===== src/rtl/mux_scan_sequencer.sv =====
// Scan sequencer for a 4:1 mux: steps the select over enabled channels, samples Y after a settle
// time and delivers the assembled 4-bit word on a valid/ready handshake.
module mux_scan_sequencer #(
    parameter int unsigned SETTLE     = 1,
    parameter bit          CONTINUOUS = 1'b0
) (
    input  logic       clk,
    input  logic       rst,
    input  logic       start,
    input  logic       stop,
    input  logic [3:0] ch_mask,
    output logic [1:0] S,
    input  logic       Y,
    output logic       busy,
    output logic [3:0] data_out,
    output logic       data_valid,
    input  logic       data_ready,
    output logic       overrun
);

    typedef enum logic [0:0] {
        ST_IDLE = 1'b0,
        ST_SCAN = 1'b1
    } state_t;

    localparam logic [3:0] SETTLE_M1 = 4'(SETTLE - 1);

    state_t     state_r, state_s;
    logic [3:0] mask_r, mask_s;
    logic [3:0] cnt_r, cnt_s;
    logic [1:0] sel_r, sel_s;
    logic [3:0] shadow_r, shadow_s;
    logic [3:0] dout_r, dout_s;
    logic       valid_r, valid_s;
    logic       overrun_r, overrun_s;
    logic       busy_r, busy_s;
    logic       stop_pend_r, stop_pend_s;

    logic [3:0] shadow_smp_s;
    logic [3:0] above_s;
    logic [3:0] eff_mask_s;

    function automatic logic [1:0] first_ch(input logic [3:0] m);
        if (m[0]) begin
            first_ch = 2'd0;
        end else if (m[1]) begin
            first_ch = 2'd1;
        end else if (m[2]) begin
            first_ch = 2'd2;
        end else begin
            first_ch = 2'd3;
        end
    endfunction

    // Next-state, datapath and handshake logic
    always_comb begin
        state_s      = state_r;
        mask_s       = mask_r;
        cnt_s        = cnt_r;
        sel_s        = sel_r;
        shadow_s     = shadow_r;
        dout_s       = dout_r;
        valid_s      = valid_r;
        overrun_s    = 1'b0;
        busy_s       = busy_r;
        stop_pend_s  = stop_pend_r;
        shadow_smp_s = shadow_r;
        shadow_smp_s[sel_r] = Y;
        // channels strictly above the current select that are still enabled
        above_s      = mask_r & ~((4'b0010 << sel_r) - 4'b0001);
        eff_mask_s   = (ch_mask == 4'b0000) ? 4'b1111 : ch_mask;

        if (valid_r && data_ready) begin
            valid_s = 1'b0;
        end else begin
            valid_s = valid_r;
        end

        case (state_r)
            ST_IDLE: begin
                stop_pend_s = 1'b0;
                if (start && !valid_r) begin
                    state_s  = ST_SCAN;
                    mask_s   = eff_mask_s;
                    sel_s    = first_ch(eff_mask_s);
                    busy_s   = 1'b1;
                    shadow_s = 4'b0000;
                    cnt_s    = 4'd0;
                end else begin
                    state_s = ST_IDLE;
                end
            end
            ST_SCAN: begin
                stop_pend_s = stop_pend_r | (CONTINUOUS & stop);
                if (cnt_r == SETTLE_M1) begin
                    cnt_s = 4'd0;
                    if (above_s == 4'b0000) begin
                        dout_s    = shadow_smp_s;
                        valid_s   = 1'b1;
                        // a transfer on this edge consumes the old word, so no overrun
                        overrun_s = valid_r & ~data_ready;
                        if (CONTINUOUS && !(stop_pend_r || stop)) begin
                            sel_s    = first_ch(mask_r);
                            shadow_s = 4'b0000;
                        end else begin
                            state_s     = ST_IDLE;
                            busy_s      = 1'b0;
                            stop_pend_s = 1'b0;
                            shadow_s    = shadow_smp_s;
                        end
                    end else begin
                        shadow_s = shadow_smp_s;
                        sel_s    = first_ch(above_s);
                    end
                end else begin
                    cnt_s = cnt_r + 4'd1;
                end
            end
            default: begin
                state_s     = ST_IDLE;
                busy_s      = 1'b0;
                stop_pend_s = 1'b0;
                cnt_s       = 4'd0;
            end
        endcase
    end

    // State and output registers
    always_ff @(posedge clk or posedge rst) begin
        if (rst) begin
            state_r     <= ST_IDLE;
            mask_r      <= 4'b0000;
            cnt_r       <= 4'd0;
            sel_r       <= 2'd0;
            shadow_r    <= 4'b0000;
            dout_r      <= 4'b0000;
            valid_r     <= 1'b0;
            overrun_r   <= 1'b0;
            busy_r      <= 1'b0;
            stop_pend_r <= 1'b0;
        end else begin
            state_r     <= state_s;
            mask_r      <= mask_s;
            cnt_r       <= cnt_s;
            sel_r       <= sel_s;
            shadow_r    <= shadow_s;
            dout_r      <= dout_s;
            valid_r     <= valid_s;
            overrun_r   <= overrun_s;
            busy_r      <= busy_s;
            stop_pend_r <= stop_pend_s;
        end
    end

    assign S          = sel_r;
    assign busy       = busy_r;
    assign data_out   = dout_r;
    assign data_valid = valid_r;
    assign overrun    = overrun_r;

endmodule


===== config.mk =====
export PLATFORM = sky130hd
export DESIGN_NAME = mux_scan_sequencer
export DESIGN_NICKNAME = d
export VERILOG_FILES = /design/src/rtl/mux_scan_sequencer.sv
export SDC_FILE = /design/constraint.sdc
export NUM_CORES = 1
export LEC_CHECK = 0
export BUFFER_PORTS_ARGS = -buffer_cell sky130_fd_sc_hd__clkbuf_2
export CORE_ASPECT_RATIO = 2
export CORE_UTILIZATION = 33
export DETAILED_ROUTE_END_ITERATION = 10
export PLACE_DENSITY = 0.61
export SLEW_MARGIN = 15
export SYNTH_ARGS = -nofsm -noshare
export SYNTH_HDL_FRONTEND = slang
export SYNTH_SLANG_ARGS = --single-unit

===== constraint.sdc =====
create_clock -name clk -period 2.9 [get_ports clk]
set_clock_uncertainty 0.2 [all_clocks]
set_input_delay 0.435 -clock clk [delete_from_list [all_inputs] [get_ports clk]]
set_output_delay 0.435 -clock clk [all_outputs]
set_load 0.1 [all_outputs]

==> impl_metrics.py, run 1 <==
metrics = {
    "clock_network": {
        "worst_skew_pair.late_latency_ps": 260,
        "path_clk_slew_ps": 70,
        "cts_buffers": 3,
        "cts_tree": "yes",
        "postCtsSetupBuffers": 0,
        "cts.path.max_buffers": 2,
        "cts_hold_buf": 0,
        "ctsResizeCount": 0,
        "cts_num_sinks": 21,
        "htreeDepth": 1,
        "cts_root_buffer": "clkbuf_8",
    },
    "layout": {
        "design_area_um2": 1230,
        "final_nets": 140,
        "synthToLayoutAreaGrowth_pct": 15.3,
        "antenna_cells": 0,
        "multi_input_area_um2": 502,
        "stdcell_count": 157,
        "drive_gt1_share_pct": 22.0,
        "area.sequential_um2": 526,
        "fillCellCount": 307,
    },
    "logic_synthesis": {
        "async_flop_share_pct": 100,
        "syn_avg_cell_area_um2": 9.99,
        "synth_flop_cell": "dfrtp_1",
        "synth-seq-cells": 21,
        "synth_cell_types": 31,
        "synth_edf_count": 0,
        "synthCells": 107,
        "yosysSeqAreaShare_pct": 49.2,
        "synth_fp_nets": 119,
        "syn_area_um2": 1070,
        "yosys_warnings": 0,
    },
    "setup_path": {
        "crit_fanout": 9,
        "crit_buf_inv": 1,
        "worstPathArrival_ps": 1310,
        "crit_start": "S[1]",
        "critical-path-max-stage-delay_ps": 530,
        "crit_required_ps": 2270,
        "end_kind": "output port",
        "r2r-start": "state_r",
        "setup.worst_path.start_class": "flip-flop",
        "worstSetupPathType": "flip-flop to output port",
        "cp_cell_sequence": "clkbuf_2",
        "crit_family": "flip-flops",
        "crit_slowest_cell": "dfrtp_1",
    },
    "sta": {
        "final_hold_viol_count": 0,
        "worst_pin_slew_ps": 794,
        "holdWs_ps": 98.5,
        "period_needed_ps": 1940,
        "rsz0062_at_grt": "no",
        "relSlewSlack_pct": 47.0,
        "drv_slew": 0,
        "fin_setup_tns_ps": 0,
        "finalCritPeriodShare_pct": 67.0,
        "setup_viol": 0,
        "fmax_ghz": 0.515,
    },
    "floorplanning": {
        "die_x_um": 42.2,
        "design.core.area_um2": 3010,
        "die_h_um": 82.5,
        "rows": 28,
        "die-area_um2": 3480,
        "start_util_pct": 35.5,
        "ios": 19,
    },
    "status": {
        "status": "complete, no violations",
    },
    "global_routing": {
        "grt_usage_pct": 13.3,
        "grt_max_degree": 22,
        "grt_pass1_vias": 813,
        "antenna_found_initial": 0,
        "grt_pass1_wl_mm": 3.50,
        "grt-ovfl-total": 0,
    },
    "routing": {
        "wl_mm": 2.04,
        "ant_nets": 0,
        "vias": 820,
        "avgRoutedWirePerCell_um": 13.0,
        "vias_per_cell": 5.22,
        "drcViolationCount": 0,
        "first_iter_violations": 8,
        "first_pass_iters": 4,
    },
    "placed_design": {
        "place_hpwl_mm": 1.59,
        "dp.cells": 153,
        "placed_area_um2": 1190,
        "gp_congestion": 0.717,
        "port_buffers": 17,
    },
    "run": {
        "maxCapViolCount": 0,
    },
    "min_path": {
        "hp-class": "input port to asynchronous set/reset pin",
    },
}
==> final cells by class <==
class | count | area share [%]
sequential | 21 | 42.6
multi-input combinational | 75 | 40.7
timing repair buffer | 17 | 6.90
clock buffer | 4 | 3.65
inverter | 10 | 3.05
tap | 30 | 3.05
==> layer usage <==
layer | vias to the layer above | GRT usage [%] | wire, um
met5 | - | 0 | 0
met4 | 0 | 7.50 | 38
met2 | 14 | 23.8 | 1150
li1 | 412 | - | -
met1 | 390 | 15.0 | 799
met3 | 4 | 1.52 | 54
==> stage by stage <==
stage	setup WS, ps	utilization, %
3_5_place_dp	1100	39.4
4_1_cts	950	40.9
5_1_grt	897	40.9
6_report	957	40.9
2_1_floorplan	682	-
3_3_place_gp	1100	39.4
==> path summary, 6_finish.rpt <==
check	cells past startpoint	to	slack [ps]
max	1	S[1]	960
min	2	cnt_r[0]	100
max reg2reg	3	data_out[3]	1090
min reg2reg	1	busy	290
max in group asynchronous	2	data_valid	1910
min in group clk	3	overrun	230
==> flip-flops by register name, summed over array words and instances (netlist names) <==
register and flops:
mask_r 3, state_r 1, data_valid 1, overrun 1, shadow_r 4, cnt_r 4, data_out 4, S 2
busy 1
==> cells in the final DEF, fill, tap and decap left out, drive strengths merged, types with 3 or more instances in the layout <==
cell / n
a21oi: 6
a31oi: 3
clkbuf: 21
dfrtp: 21
inv: 10
mux2i: 7
nand2: 10
nand2b: 4
nor2: 11
nor2b: 4
nor3: 3
o21ai: 8
==> cells in the mapped netlist (all sizes together), types with 2 or more instances <==
cell	number	area share [%]
a21boi	2	1.4
a21oi	6	3.2
a22o	2	1.6
a31oi	3	1.8
dfrtp	21	49
ha	2	2.3
inv	10	3.5
mux2	2	2.5
mux2i	7	6.6
nand2	10	3.5
nand2b	4	2.3
nand3	2	0.94
nor2	11	4.1
nor2b	4	2.3
nor3	3	1.4
o21ai	8	3.7
==> kinds of logic after synthesis <==
| kind of cell | share of synthesized area (%) |
|---|---|
| AOI/OAI and AO/OA | 16.5 |
| muxes | 9.02 |
| buffers and inverters | 3.86 |
| DFF | 49.2 |
| adders and majority gates | 2.34 |
| and+or+nand+nor | 19.1 |
Power of run 1 is left out: the tool's default activity adds up to more than one toggle a clock period on the data nets, which glitch-free logic cannot reach.
==> inputs of run 2 (changes only) <==
==> constraint.sdc (replaced) <==
create_clock -name clk -period 1.8 [get_ports clk]
set_clock_uncertainty 0.2 [all_clocks]
set_input_delay 0.27 -clock clk [delete_from_list [all_inputs] [get_ports clk]]
set_output_delay 0.27 -clock clk [all_outputs]
set_load 0.1 [all_outputs]
==> run 2 against run 1 <==
  * Die area unchanged
  * Sequential share of layout area decreased by 2.3 points
  * Utilization increased by 2.6 points
  * Worst hold slack got worse by 34 ps
  * Wire length increased by 0.83%
==> impl_metrics.py, run 2 (synthesis gave the netlist of run 1 again) <==
metrics = {
    "placed_design": {
        "gp_congestion": 0.752,
        "place_hpwl_mm": 1.60,
        "dp.cells": 161,
        "port_buffers": 17,
        "placed_area_um2": 1260,
    },
    "layout": {
        "stdcell_count": 166,
        "final_nets": 149,
        "final_common_cell": "dfrtp_1",
        "antenna_cells": 0,
        "synthToLayoutAreaGrowth_pct": 22.7,
        "fillCellCount": 301,
        "drive_gt1_share_pct": 28.7,
        "multi_input_area_um2": 502,
        "design_area_um2": 1310,
        "area.sequential_um2": 529,
        "final_cell_mix": "dfrtp_1 (18), clkbuf_2 (15), nand2_1 (10), nor2_1 (10), buf_4 (10)",
    },
    "sta": {
        "setup_viol": 0,
        "worst_pin_slew_ps": 541,
        "holdWs_ps": 64.1,
        "period_needed_ps": 1720,
        "finalCritPeriodShare_pct": 95.3,
        "relSlewSlack_pct": 64.1,
        "rsz0062_at_grt": "no",
        "fmax_ghz": 0.583,
        "final_hold_viol_count": 0,
        "drv_slew": 0,
    },
    "global_routing": {
        "grt_max_degree": 22,
        "antenna_found_initial": 0,
        "grt_usage_pct": 12.7,
        "grt-ovfl-total": 0,
        "grt_pass1_wl_mm": 3.42,
        "grt_pass1_vias": 777,
    },
    "floorplanning": {
        "die-area_um2": 3480,
        "die_h_um": 82.5,
        "start_util_pct": 35.5,
        "ios": 19,
        "design.core.area_um2": 3010,
        "rows": 28,
        "die_x_um": 42.2,
    },
    "routing": {
        "wl_mm": 2.06,
        "vias": 843,
        "drcViolationCount": 0,
        "ant_nets": 0,
        "first_pass_iters": 4,
        "vias_per_cell": 5.08,
        "first_iter_violations": 10,
        "avgRoutedWirePerCell_um": 12.4,
    },
    "setup_path": {
        "r2r-start": "cnt_r[1]",
        "rrSetupSlack_ps": 80,
        "crit_fanout": 4,
        "crit_required_ps": 1750,
        "worstSetupPathType": "flip-flop to flip-flop",
        "crit_buf_inv": 1,
        "crit_start": "cnt_r[1]",
        "worstPathArrival_ps": 1660,
        "crit_family": "flip-flops",
        "cp_cell_sequence": "inv_1 -> ha_1 -> and4bb_4 -> o221a_4 -> mux2_4",
        "end_kind": "flip-flop",
        "critical-path-max-stage-delay_ps": 390,
        "crit_slowest_cell": "dfrtp_1",
        "setup.worst_path.start_class": "flip-flop",
    },
    "clock_network": {
        "cts_buffers": 3,
        "path_clk_slew_ps": 70,
        "worst_skew_pair.late_latency_ps": 260,
        "cts.path.max_buffers": 2,
        "ctsResizeCount": 0,
        "cts_num_sinks": 21,
        "htreeDepth": 1,
        "postCtsSetupBuffers": 0,
        "cts_root_buffer": "clkbuf_8",
        "cts_tree": "yes",
    },
    "run": {
        "maxCapViolCount": 0,
    },
    "min_path": {
        "hp-class": "input port to flip-flop",
        "hold_path.startpoint": "data_ready",
    },
    "power": {
        "power.density_nw_per_um2": 2000,
        "power_leakage_nw": 0.622,
        "peakVddDrop_mv": 1.26,
    },
    "status": {
        "status": "complete, no violations",
    },
}
-- run 2: worst reg2reg max path: stages, from the launching register on --
cell and delay, ps:
dfrtp_1 390, inv_1 60, ha_1 160, and4bb_4 280, o221a_4 220, mux2_4 300
-- run 2: final timing paths --
path	cells past startpoint	end
max	5	data_out[3]
min	3	overrun
max reg2reg	5	data_out[3]
min reg2reg	2	shadow_r[1]
min in group asynchronous	4	cnt_r[2]
max in group asynchronous	4	S[1]
-- run 2: final cells by class --
class	count	area share, %
well taps	30	2.86
flip-flops and latches	21	40.4
clock buffers	4	3.44
inverters	10	2.86
repair buffers	26	12.2
multi-input cells	75	38.3
-- run 2: per-layer routing --
metal	vias up	global-route usage, %	routed length, um
li1	432	-	-
met1	398	15.2	872
met2	11	22.0	1120
met3	2	1.52	45
met4	0	6.56	24
met5	-	0	0
-- run 2: power by group --
group / internal [mW] / switching [mW]
combinational: 0.493 / 0.989
clock: 0.157 / 0.144
sequential: 0.660 / 0.174
total: 1.31 / 1.31
-- run 2: through the flow --
| stage | setup TNS, ps | total power, mW | utilization, % | worst slack, ps |
|---|---|---|---|---|
| after floorplan | -81.9 | 1.97 | - | -81.9 |
| after global placement | 0 | 2.30 | 41.7 | 120 |
| after detailed placement | 0 | 2.33 | 41.7 | 93.2 |
| after CTS | 0 | 2.65 | 43.5 | 77.0 |
| after global routing | 0 | 2.78 | 43.5 | 33.9 |
| final | 0 | 2.62 | 43.5 | 84.4 |
-- run 2: what timing repair did --
item                                    in CTS  in global routing
hold buffers                                 1                  0
endpoints found under the setup margin       0                  0
endpoints found under the hold margin       21                  0
No activity file was read; power rests on OpenSTA's default activity.
==> inputs of run 3 (changes only) <==
--- a/config.mk
+++ b/config.mk
@@ -5,10 +5,12 @@
 export SDC_FILE = /design/constraint.sdc
 export NUM_CORES = 1
 export LEC_CHECK = 0
+export ABC_AREA = 1
 export BUFFER_PORTS_ARGS = -buffer_cell sky130_fd_sc_hd__clkbuf_2
 export CORE_ASPECT_RATIO = 2
 export CORE_UTILIZATION = 33
 export DETAILED_ROUTE_END_ITERATION = 10
+export MAX_ROUTING_LAYER = met4
 export PLACE_DENSITY = 0.61
 export SLEW_MARGIN = 15
 export SYNTH_ARGS = -nofsm -noshare
==> constraint.sdc (replaced) <==
create_clock -name clk -period 1.8 [get_ports clk]
set_clock_uncertainty 0.2 [all_clocks]
set_input_delay 0.27 -clock clk [delete_from_list [all_inputs] [get_ports clk]]
set_output_delay 0.27 -clock clk [all_outputs]
set_load 0.005 [all_outputs]
==> run 3 against run 2 <==
  * Area after synthesis is 2.5% higher
  * Non-clock buffer count down 7
  * Sequential share of layout area grew 0.85 points
  * Combinational power shrank 38%
  * Worst hold slack lost 24 ps
  * Worst setup slack improved by 49 ps
  * Maximum frequency is 2.9% higher
  * Cell count increased by 11%
  * Flip-flop and latch count unchanged
  * Largest power group unchanged
  * Highest routed layer unchanged
==> impl_metrics.py, run 3 <==
metrics = {
    "floorplanning": {
        "die_h_um": 83.5,
        "design.core.area_um2": 3160,
        "die-area_um2": 3570,
        "start_util_pct": 34.7,
        "rows": 29,
        "ios": 19,
        "die_x_um": 42.7,
    },
    "logic_synthesis": {
        "async_flop_share_pct": 100,
        "synth_flop_cell": "dfrtp_1",
        "synth.most_common_cell": "nand2_1",
        "synth_edf_count": 0,
        "yosys.area.top_type": "dfrtp_1",
        "yosys_warnings": 0,
        "syn_area_um2": 1090,
        "synth.area.top_cells": "dfrtp_1 (48%), nand2_1 (15%), inv_1 (4.8%)",
        "synthCells": 131,
        "synth-seq-cells": 21,
        "yosysSeqAreaShare_pct": 48.0,
        "synth_cell_types": 25,
        "syn_avg_cell_area_um2": 8.36,
        "synth_common_cells": "nand2_1 (45), dfrtp_1 (21), inv_1 (14)",
        "synth_fp_nets": 143,
        "synth.top_cell.area_share_pct": 48.0,
    },
    "routing": {
        "first_pass_iters": 4,
        "vias_per_cell": 4.80,
        "avgRoutedWirePerCell_um": 11.8,
        "drcViolationCount": 0,
        "vias": 883,
        "wl_mm": 2.17,
        "ant_nets": 0,
        "first_iter_violations": 22,
    },
    "setup_path": {
        "crit_slowest_cell": "dfrtp_1",
        "crit_required_ps": 1770,
        "critical-path-max-stage-delay_ps": 450,
        "ff2ff_path_depth": 7,
        "worstSetupPathType": "flip-flop to flip-flop",
        "end_kind": "flip-flop",
        "regToRegEndpoint": "data_out[3]",
        "worstPathArrival_ps": 1630,
        "setup.worst_path.start_class": "flip-flop",
        "r2r-start": "cnt_r[0]",
        "cp_cell_sequence": "inv_1 -> ha_1 -> nand3_2 -> nor2_8 -> nand3_2 -> nand2_1 -> nand2_1",
        "rrSetupSlack_ps": 130,
        "crit_fanout": 7,
    },
    "clock_network": {
        "htreeDepth": 1,
        "postCtsSetupBuffers": 0,
        "cts_buffers": 3,
        "cts.path.max_buffers": 2,
        "cts_root_buffer": "clkbuf_8",
        "worst_skew_pair.late_latency_ps": 270,
        "cts_tree": "yes",
        "ctsResizeCount": 0,
        "cts_hold_buf": 1,
        "cts_num_sinks": 21,
        "path_clk_slew_ps": 80,
    },
    "sta": {
        "worst_pin_slew_ps": 396,
        "period_needed_ps": 1670,
        "fin_setup_tns_ps": 0,
        "drv_slew": 0,
        "rsz0062_at_grt": "no",
        "relSlewSlack_pct": 73.3,
        "holdWs_ps": 39.7,
        "final_hold_viol_count": 0,
        "finalCritPeriodShare_pct": 92.6,
        "fmax_ghz": 0.600,
        "setup_viol": 0,
    },
    "placed_design": {
        "gp_congestion": 0.810,
        "port_buffers": 17,
        "place_hpwl_mm": 1.71,
    },
    "layout": {
        "final_common_cell": "nand2_1",
        "area.sequential_um2": 526,
        "fillCellCount": 329,
        "final_nets": 166,
        "final_cell_mix": "nand2_1 (45), dfrtp_1 (21), clkbuf_2 (17)",
        "drive_gt1_share_pct": 24.8,
        "antenna_cells": 0,
        "multi_input_area_um2": 495,
        "synthToLayoutAreaGrowth_pct": 16.5,
    },
    "power": {
        "p_int_mw": 1.13,
        "power_switching_mw": 0.863,
        "power_leakage_nw": 0.696,
        "combPwrFrac_pct": 46.0,
        "peakVddDrop_mv": 0.642,
        "seqPwrFrac_pct": 38.0,
        "switching_share_pct": 43.3,
        "power.density_nw_per_um2": 1560,
        "p_total_mw": 1.99,
        "power.share.clock_pct": 16.1,
    },
    "min_path": {
        "min_to": "overrun",
        "hp-class": "input port to flip-flop",
        "hold_path_depth": 3,
        "hold_path.startpoint": "data_ready",
    },
    "global_routing": {
        "grt_pass1_wl_mm": 3.69,
        "antenna_found_initial": 0,
        "grt_pass1_vias": 881,
        "grt_max_degree": 22,
        "grt_usage_pct": 13.9,
        "grt-ovfl-total": 0,
    },
    "status": {
        "status": "complete, no violations",
    },
    "run": {
        "maxCapViolCount": 0,
    },
}
==> run 3: changes by cell type after synthesis, sizes merged, moves of 3 or more <==
cell and delta:
a21oi -6, nor2b -4, nand3 +8, nand2b -4
inv +7, nand2 +40, a31oi -3, mux2i -7
==> run 3: layer usage <==
layer | global-route usage [%] | vias up | wire length (um)
met2 | 24.9 | 14 | 1230
li1 | - | 456 | -
met3 | 1.95 | 5 | 49
met1 | 13.9 | 408 | 838
met5 | - | - | 0
met4 | 6.82 | 0 | 52
==> run 3: kinds of logic (layout without fill, tap and decap cells) <==
family	Yosys count	in the layout	share of synthesized area, %
AND/OR/NAND/NOR	74	74	33.9
flip-flops	21	21	48.0
buffers and inverters	18	40	6.74
AO/OA/AOI/OAI	14	14	7.43
adder cells (fa/ha/maj)	2	2	2.29
XOR/XNOR	2	2	1.60
==> run 3: worst max-delay path: cells and delay by family (launching register included) <==
family | cells | cell delay, ps
simple gates | 5 | 660
flops | 1 | 450
fa+ha+maj | 1 | 160
buf+inv | 1 | 90
==> run 3: layout make-up <==
class | instances | share of cell area (%)
Timing Repair Buffer | 19 | 8.05
Tap cell | 31 | 3.04
Sequential cell | 21 | 41.2
Inverter | 17 | 5.20
Clock buffer | 3 | 3.24
Clock inverter | 1 | 0.393
Multi-Input combinational cell | 92 | 38.9
==> run 3: worst max-delay path by stage <==
stage             endpoint  startpoint  depth (start not counted)  slack [ps]
2_1_floorplan         busy    cnt_r[0]                          7         340
3_3_place_gp          busy    cnt_r[0]                          7         200
3_5_place_dp   data_out[3]    cnt_r[0]                          7         140
4_1_cts        data_out[3]    cnt_r[0]                          7         120
5_1_grt        data_out[3]    cnt_r[0]                          7          40
6_report       data_out[3]    cnt_r[0]                          7         130
==> run 3: per-stage QoR <==
stage,setup WS [ps],instances,util (%),cell area (um2)
4_1_cts,123,184,40.4,1270
5_1_grt,35.7,184,40.4,1270
3_5_place_dp,145,179,38.6,1220
6_report,133,184,40.4,1270
3_3_place_gp,200,179,38.6,1220
2_1_floorplan,343,131,-,1090
==> run 3: power by group through the flow <==
stage | clock (mW) | sequential (mW) | combinational, mW
2_1_floorplan | 0 | 0.751 | 0.694
3_3_place_gp | 0 | 0.761 | 0.899
3_5_place_dp | 0 | 0.767 | 0.923
4_1_cts | 0.323 | 0.759 | 0.931
5_1_grt | 0.342 | 0.775 | 1.04
6_report | 0.320 | 0.756 | 0.915
